==> src/rtl/fft_frame_sequencer.sv <==
// Hunts the input stream for a header run, buffers one payload frame and streams it to the FFT.
// Optional FFT_TIMEOUT_EN macro adds a WAIT_DONE watchdog that drives the sticky timeout output.
module fft_frame_sequencer #(
  parameter int unsigned     DW          = 16,
  parameter logic [DW-1:0]   HDR_WORD    = 16'hFFFF,
  parameter int unsigned     HDR_LEN     = 3,
  parameter int unsigned     FRAME_LEN   = 10,
  parameter int unsigned     TIMEOUT_CYC = 1024
) (
  input  logic          clk,
  input  logic          rst_n,
  input  logic [DW-1:0] in_data,
  input  logic          in_vld,
  input  logic          fft_ready,
  input  logic          fft_done,
  output logic          fft_start,
  output logic [DW-1:0] out_data,
  output logic          out_vld,
  output logic          out_last,
  output logic          busy,
  output logic          frame_done,
  output logic [7:0]    drop_cnt,
  output logic          timeout
);

  localparam int unsigned IW = (FRAME_LEN > 1) ? $clog2(FRAME_LEN) : 1;
  localparam int unsigned RW = $clog2(HDR_LEN + 1);

  typedef enum logic [2:0] {HUNT, CAPTURE, WAIT_RDY, STREAM, WAIT_DONE} state_t;

  state_t          state, state_d;
  logic [IW-1:0]   wr_idx, wr_idx_d, rd_idx, rd_idx_d;
  logic [RW-1:0]   run, run_d;
  logic [7:0]      drop_d;
  logic            start_d, vld_d, last_d, fdone_d, busy_d;
  logic [DW-1:0]   data_d;
  logic            hdr_hit, hdr_done;
  logic [DW-1:0]   frame_buf [FRAME_LEN];

`ifdef FFT_TIMEOUT_EN
  localparam int unsigned TW = $clog2(TIMEOUT_CYC + 1);
  logic [TW-1:0] tcnt, tcnt_d;
  logic          tmo_d;
`endif

  assign hdr_hit  = in_vld && (in_data == HDR_WORD);
  assign hdr_done = hdr_hit && (run == RW'(HDR_LEN - 1));

  // Payload storage; contents are don't-care until written, so no reset.
  always_ff @(posedge clk) begin
    if (state == CAPTURE && in_vld) frame_buf[wr_idx] <= in_data;
  end

  // Next-state and next-output logic.
  always_comb begin
    state_d  = state;
    wr_idx_d = wr_idx;
    rd_idx_d = rd_idx;
    run_d    = run;
    drop_d   = drop_cnt;
    start_d  = 1'b0;
    vld_d    = 1'b0;
    last_d   = 1'b0;
    data_d   = '0;
    fdone_d  = 1'b0;
`ifdef FFT_TIMEOUT_EN
    tcnt_d   = tcnt;
    tmo_d    = timeout;
`endif

    // Header detection is off while capturing so header-valued samples are kept as data.
    if (state == CAPTURE)  run_d = '0;
    else if (in_vld)       run_d = (hdr_hit && !hdr_done) ? run + RW'(1) : '0;

    if (hdr_done && (state == WAIT_RDY || state == STREAM || state == WAIT_DONE) &&
        drop_cnt != 8'hFF)
      drop_d = drop_cnt + 8'd1;

    case (state)
      HUNT: begin
        if (hdr_done) begin
          state_d  = CAPTURE;
          wr_idx_d = '0;
        end
      end
      CAPTURE: begin
        if (in_vld) begin
          wr_idx_d = wr_idx + IW'(1);
          if (wr_idx == IW'(FRAME_LEN - 1)) begin
            wr_idx_d = '0;
            state_d  = WAIT_RDY;
          end
        end
      end
      WAIT_RDY: begin
        if (fft_ready) begin
          start_d  = 1'b1;
          rd_idx_d = '0;
          state_d  = STREAM;
        end
      end
      STREAM: begin
        vld_d    = 1'b1;
        data_d   = frame_buf[rd_idx];
        last_d   = (rd_idx == IW'(FRAME_LEN - 1));
        rd_idx_d = rd_idx + IW'(1);
        if (last_d) begin
          rd_idx_d = '0;
          state_d  = WAIT_DONE;
`ifdef FFT_TIMEOUT_EN
          tcnt_d   = '0;
`endif
        end
      end
      WAIT_DONE: begin
        if (fft_done) begin
          fdone_d = 1'b1;
          state_d = HUNT;
        end
`ifdef FFT_TIMEOUT_EN
        else if (tcnt == TW'(TIMEOUT_CYC - 1)) begin
          tmo_d   = 1'b1;
          state_d = HUNT;
        end else begin
          tcnt_d  = tcnt + TW'(1);
        end
`endif
      end
      default: state_d = HUNT;
    endcase

    busy_d = (state_d != HUNT);
  end

  always_ff @(posedge clk or negedge rst_n) begin
    if (!rst_n) begin
      state      <= HUNT;
      wr_idx     <= '0;
      rd_idx     <= '0;
      run        <= '0;
      drop_cnt   <= '0;
      fft_start  <= 1'b0;
      out_data   <= '0;
      out_vld    <= 1'b0;
      out_last   <= 1'b0;
      busy       <= 1'b0;
      frame_done <= 1'b0;
    end else begin
      state      <= state_d;
      wr_idx     <= wr_idx_d;
      rd_idx     <= rd_idx_d;
      run        <= run_d;
      drop_cnt   <= drop_d;
      fft_start  <= start_d;
      out_data   <= data_d;
      out_vld    <= vld_d;
      out_last   <= last_d;
      busy       <= busy_d;
      frame_done <= fdone_d;
    end
  end

`ifdef FFT_TIMEOUT_EN
  always_ff @(posedge clk or negedge rst_n) begin
    if (!rst_n) begin
      tcnt    <= '0;
      timeout <= 1'b0;
    end else begin
      tcnt    <= tcnt_d;
      timeout <= tmo_d;
    end
  end
`else
  assign timeout = 1'b0;
`endif

endmodule

==> config.mk <==
export PLATFORM = sky130hd
export DESIGN_NAME = fft_frame_sequencer
export DESIGN_NICKNAME = d
export VERILOG_FILES = /design/src/rtl/fft_frame_sequencer.sv
export SDC_FILE = /design/constraint.sdc
export NUM_CORES = 1
export LEC_CHECK = 0
export BUFFER_PORTS_ARGS = -buffer_cell sky130_fd_sc_hd__buf_4
export CAP_MARGIN = 20
export CORE_UTILIZATION = 60
export DETAILED_ROUTE_END_ITERATION = 16
export PLACE_DENSITY_LB_ADDON = 0.08
export SLEW_MARGIN = 30
export SYNTH_ARGS = -nofsm -noshare
export SYNTH_HDL_FRONTEND = slang
export SYNTH_SLANG_ARGS = --single-unit
==> constraint.sdc <==
create_clock -name clk -period 4.1 [get_ports clk]
set_input_delay 0.615 -clock clk [delete_from_list [all_inputs] [get_ports clk]]
set_output_delay 0.615 -clock clk [all_outputs]
set_load 0.01 [all_outputs]
==> summary.md <==
| Metric | Value |
|---|---|
| Worst Clk Skew | between 10 and 15 ps |
| Max-cap violations | 0 |
| Layout cells sized above 1 | between 20% and 30% |
| Mux contribution to synthesized area | 11.3% |
| Vias/cell | about 6 |
| Die Area | 13,700 um^2 |
| Wire per inst | roughly 22 um |
| Final hold slack | 146 ps |
| Max clock buf depth | 3 |
| Min-Delay Path Class | primary input to asynchronous set/reset pin |
| Setup WS post-layout | 1700 ps |
| GP Congestion | between 0.8 and 0.9 |
| Final worst path period need | between 2000 and 2500 ps |
| LEAKAGE | 3.32 nW |
| Iter 0 DRT Violations | between 200 and 300 |
| Final Power | ~5.5 mW |
| Power per Cell Area | around 600 nW/um^2 |
| Top-area cell type share of the netlist area | 60.7% |
| Worst skew pair latency | 480 ps |
| Seq/Total Area, Yosys | 73.9% |
| Adder and majority gate portion of the synthesized area | 0.632% |
| # H-tree levels | 1 |
| Via Count | just over 4,000 |
| Worst Path Arrival | roughly 2500 ps |
| Post-DP HPWL | 9040 um |
| Antenna diodes | 0 |
| CP Launch Type | flip-flop |
| Die extent in x | approximately 120 um |
| Outcome | finished, final reports clean |
| Final period util | 58.4% |
| CP Capture Type | flip-flop |
| RSZ-0062 raised after global routing | false |
| Netlist cell types | between 40 and 50 |
| Fin util | 72.2% |
| Clk slew on worst S/H paths | approximately 60 ps |
| Fin. Hold Viols | 0 |
| # nets final | between 500 and 600 |
| Final TNS setup | 0 ps |
| Row count | 41 |
| Synth Area in XOR/XNOR | less than 1% |
| Simple-Gate Fraction of Synth Area | between 6 and 7% |
| Global Route met3 Usage | approximately 3.2% |
| DR DRC count | 0 |
| Critical Path RT | ~4200 ps |
| Gr busiest metal | met2 |
| Io pins | 51 |
| CTS Sinks | slightly above 200 |
| Post-CTS Setup Inserts | 0 |
| Placement Setup Slack | around 1400 ps |
| Routed wire length | between 10,000 and 15,000 um |
| Post-synthesis cell count | 440 |
| Synth Cell Area | between 7000 and 8000 um^2 |
| Yosys reg bits | 202 |
| Synthesis warning total | 0 |
| Post-synthesis compound-gate area fraction | 4.65% |
| Total core area | about 13,000 um^2 |
| Total track usage | 23.4% |
| CTS tree | done |
| Max Slew Vio Count | 0 |
| Top post-synthesis cells by area | edfxtp_1, dfrtp_1, mux4_2 |
| Yosys top cell by area | edfxtp_1 |
| Crit Path Class | flip-flop to flip-flop |
| CP Max Fanout | 16 |
| Chip Height | 117 um |
| CTS Buf Count | 20 |
| Tightest Pin Transition | 910 ps |
| Area growth from synthesis to layout | 16.0% |
| First-pass GRT wire length | 22,900 um |
| Clock Tree Root | clkbuf_16 |
| Max_slew headroom | around 39% |
| Initial Util | between 60 and 70% |
| Endpoints failing setup | 0 |
| Met2 usage | between 40% and 50% |
| Largest net degree at the start of global routing | 54 |
| Pre-antenna DRT Iters | 5 |
| Fill count | between 800 and 900 |
| Post-cts sizing count | 0 |
| Vias in the first global route | ~4,200 |
| Port bufs | a little under 50 |
| Final antenna-violating net count | 0 |
| Max Fclk | ~0.42 GHz |
| Gr ovfl total | 0 |
| Syn Nets | 465 |
| Largest family of logic cells by synthesized area | multiplexers |
| Initial antenna violation count | 0 |
| Max VDD drop | around 420 uV |
| Syn_area_per_cell | about 18 um^2 |
| CTS Hold Bufs | 0 |
| Met1 usage | a little under a third |
[worst max-delay path, cell delays in order (launching register included)]
cell and delay, ps:
dfrtp_1 450, nor2_1 170, and2_1 190, nand2_1 210, nor2_1 210, and3_1 790
[cell type report]
| class | count | area (um^2) | share of cell area, % |
|---|---|---|---|
| Tap cell | 172 | 215 | 2.34 |
| Multi-Input combinational cell | 206 | 1920 | 20.9 |
| Clock inverter | 9 | 95.1 | 1.04 |
| Sequential cell | 202 | 5860 | 63.8 |
| Timing Repair Buffer | 63 | 502 | 5.46 |
| Clock buffer | 27 | 558 | 6.08 |
| Inverter | 10 | 37.5 | 0.409 |
[state kept, by name, summed over array words and instances, names as in the netlist]
signal,count
out_vld,1
state,3
busy,1
fft_start,1
frame_done,1
out_last,1
run,2
drop_cnt,8
frame_buf,160
wr_idx,4
out_data,16
rd_idx,4
[metal layers]
metal | share of wire [%] | vias to the layer above
met1 | 41 | 2121
met4 | 2.2 | 0
li1 | - | 1850
met3 | 5.4 | 33
met2 | 51 | 145
met5 | 0 | -
[cell families (layout without fill, tap and decap cells)]
logic type / count (synthesis) / after routing
compound gates: 53 / 53
xor+xnor: 7 / 7
fa+ha+maj: 4 / 4
buf+inv: 32 / 109
flops: 202 / 202
mux: 49 / 49
other cells: 1 / 1
simple gates: 92 / 92
[cell usage after synthesis, drive strengths merged]
master  number
edfxtp     160
dfrtp       42
a211oi      32
mux4        32
nor2b       20
mux2i       16
nand2       15
buf         13
nor2        13
inv         10
clkbuf       9
nor3         9
nand3        8
o21ai        8
a21oi        5
nand4        5
ha           4
nand2b       4
nor4         4
xor2         4
a21o         3
and2         3
and3         3
and3b        3
xnor2        3
o21a         2
or3          2
a31oi        1
conb         1
mux2         1
nand3b       1
nor4b        1
nor4bb       1
o22ai        1
o31ai        1
[path summary, 6_finish.rpt]
path                                         startpoint                   endpoint  slack, ps  cells after the start
worst min register to register  drop_cnt[7]$_DFFE_PN0P_    drop_cnt[7]$_DFFE_PN0P_        500                      1
min in group clk                             in_data[8]  frame_buf[9][8]$_DFFE_PP_        390                      1
worst max register to register       state[1]$_DFF_PN0_  frame_buf[0][9]$_DFFE_PP_       1700                      5
max in group asynchronous                         rst_n      rd_idx[0]$_DFFE_PN0P_       3540                      1
worst max-delay path                 state[1]$_DFF_PN0_  frame_buf[0][9]$_DFFE_PP_       1700                      5
worst min-delay path                              rst_n    drop_cnt[2]$_DFFE_PN0P_        150                      1
[placed cells by master, fill, tap and decap left out, drive strengths merged, types with 3 or more instances in the layout]
master | synthesis | final
edfxtp | 160 | 160
buf | 13 | 63
dfrtp | 42 | 42
mux4 | 32 | 32
a211oi | 32 | 32
clkbuf | 9 | 27
nor2b | 20 | 20
mux2i | 16 | 16
nand2 | 15 | 15
nor2 | 13 | 13
inv | 10 | 10
nor3 | 9 | 9
nand3 | 8 | 8
o21ai | 8 | 8
clkinv | 0 | 6
a21oi | 5 | 5
nand4 | 5 | 5
nand2b | 4 | 4
nor4 | 4 | 4
xor2 | 4 | 4
ha | 4 | 4
and3b | 3 | 3
and3 | 3 | 3
xnor2 | 3 | 3
a21o | 3 | 3
and2 | 3 | 3
[per-stage QoR]
step | instances | cell area, um^2
floorplan | 440 | 7920
global placement | 652 | 8520
detailed placement | 652 | 8520
CTS | 688 | 9170
global route | 689 | 9190
finish | 689 | 9190
[report_power, final]
group | internal (mW) | switching [mW]
Sequential | 2.37 | 0.168
Clock | 1.08 | 0.716
Combinational | 0.580 | 0.590
(Power assumes the default switching activity.)
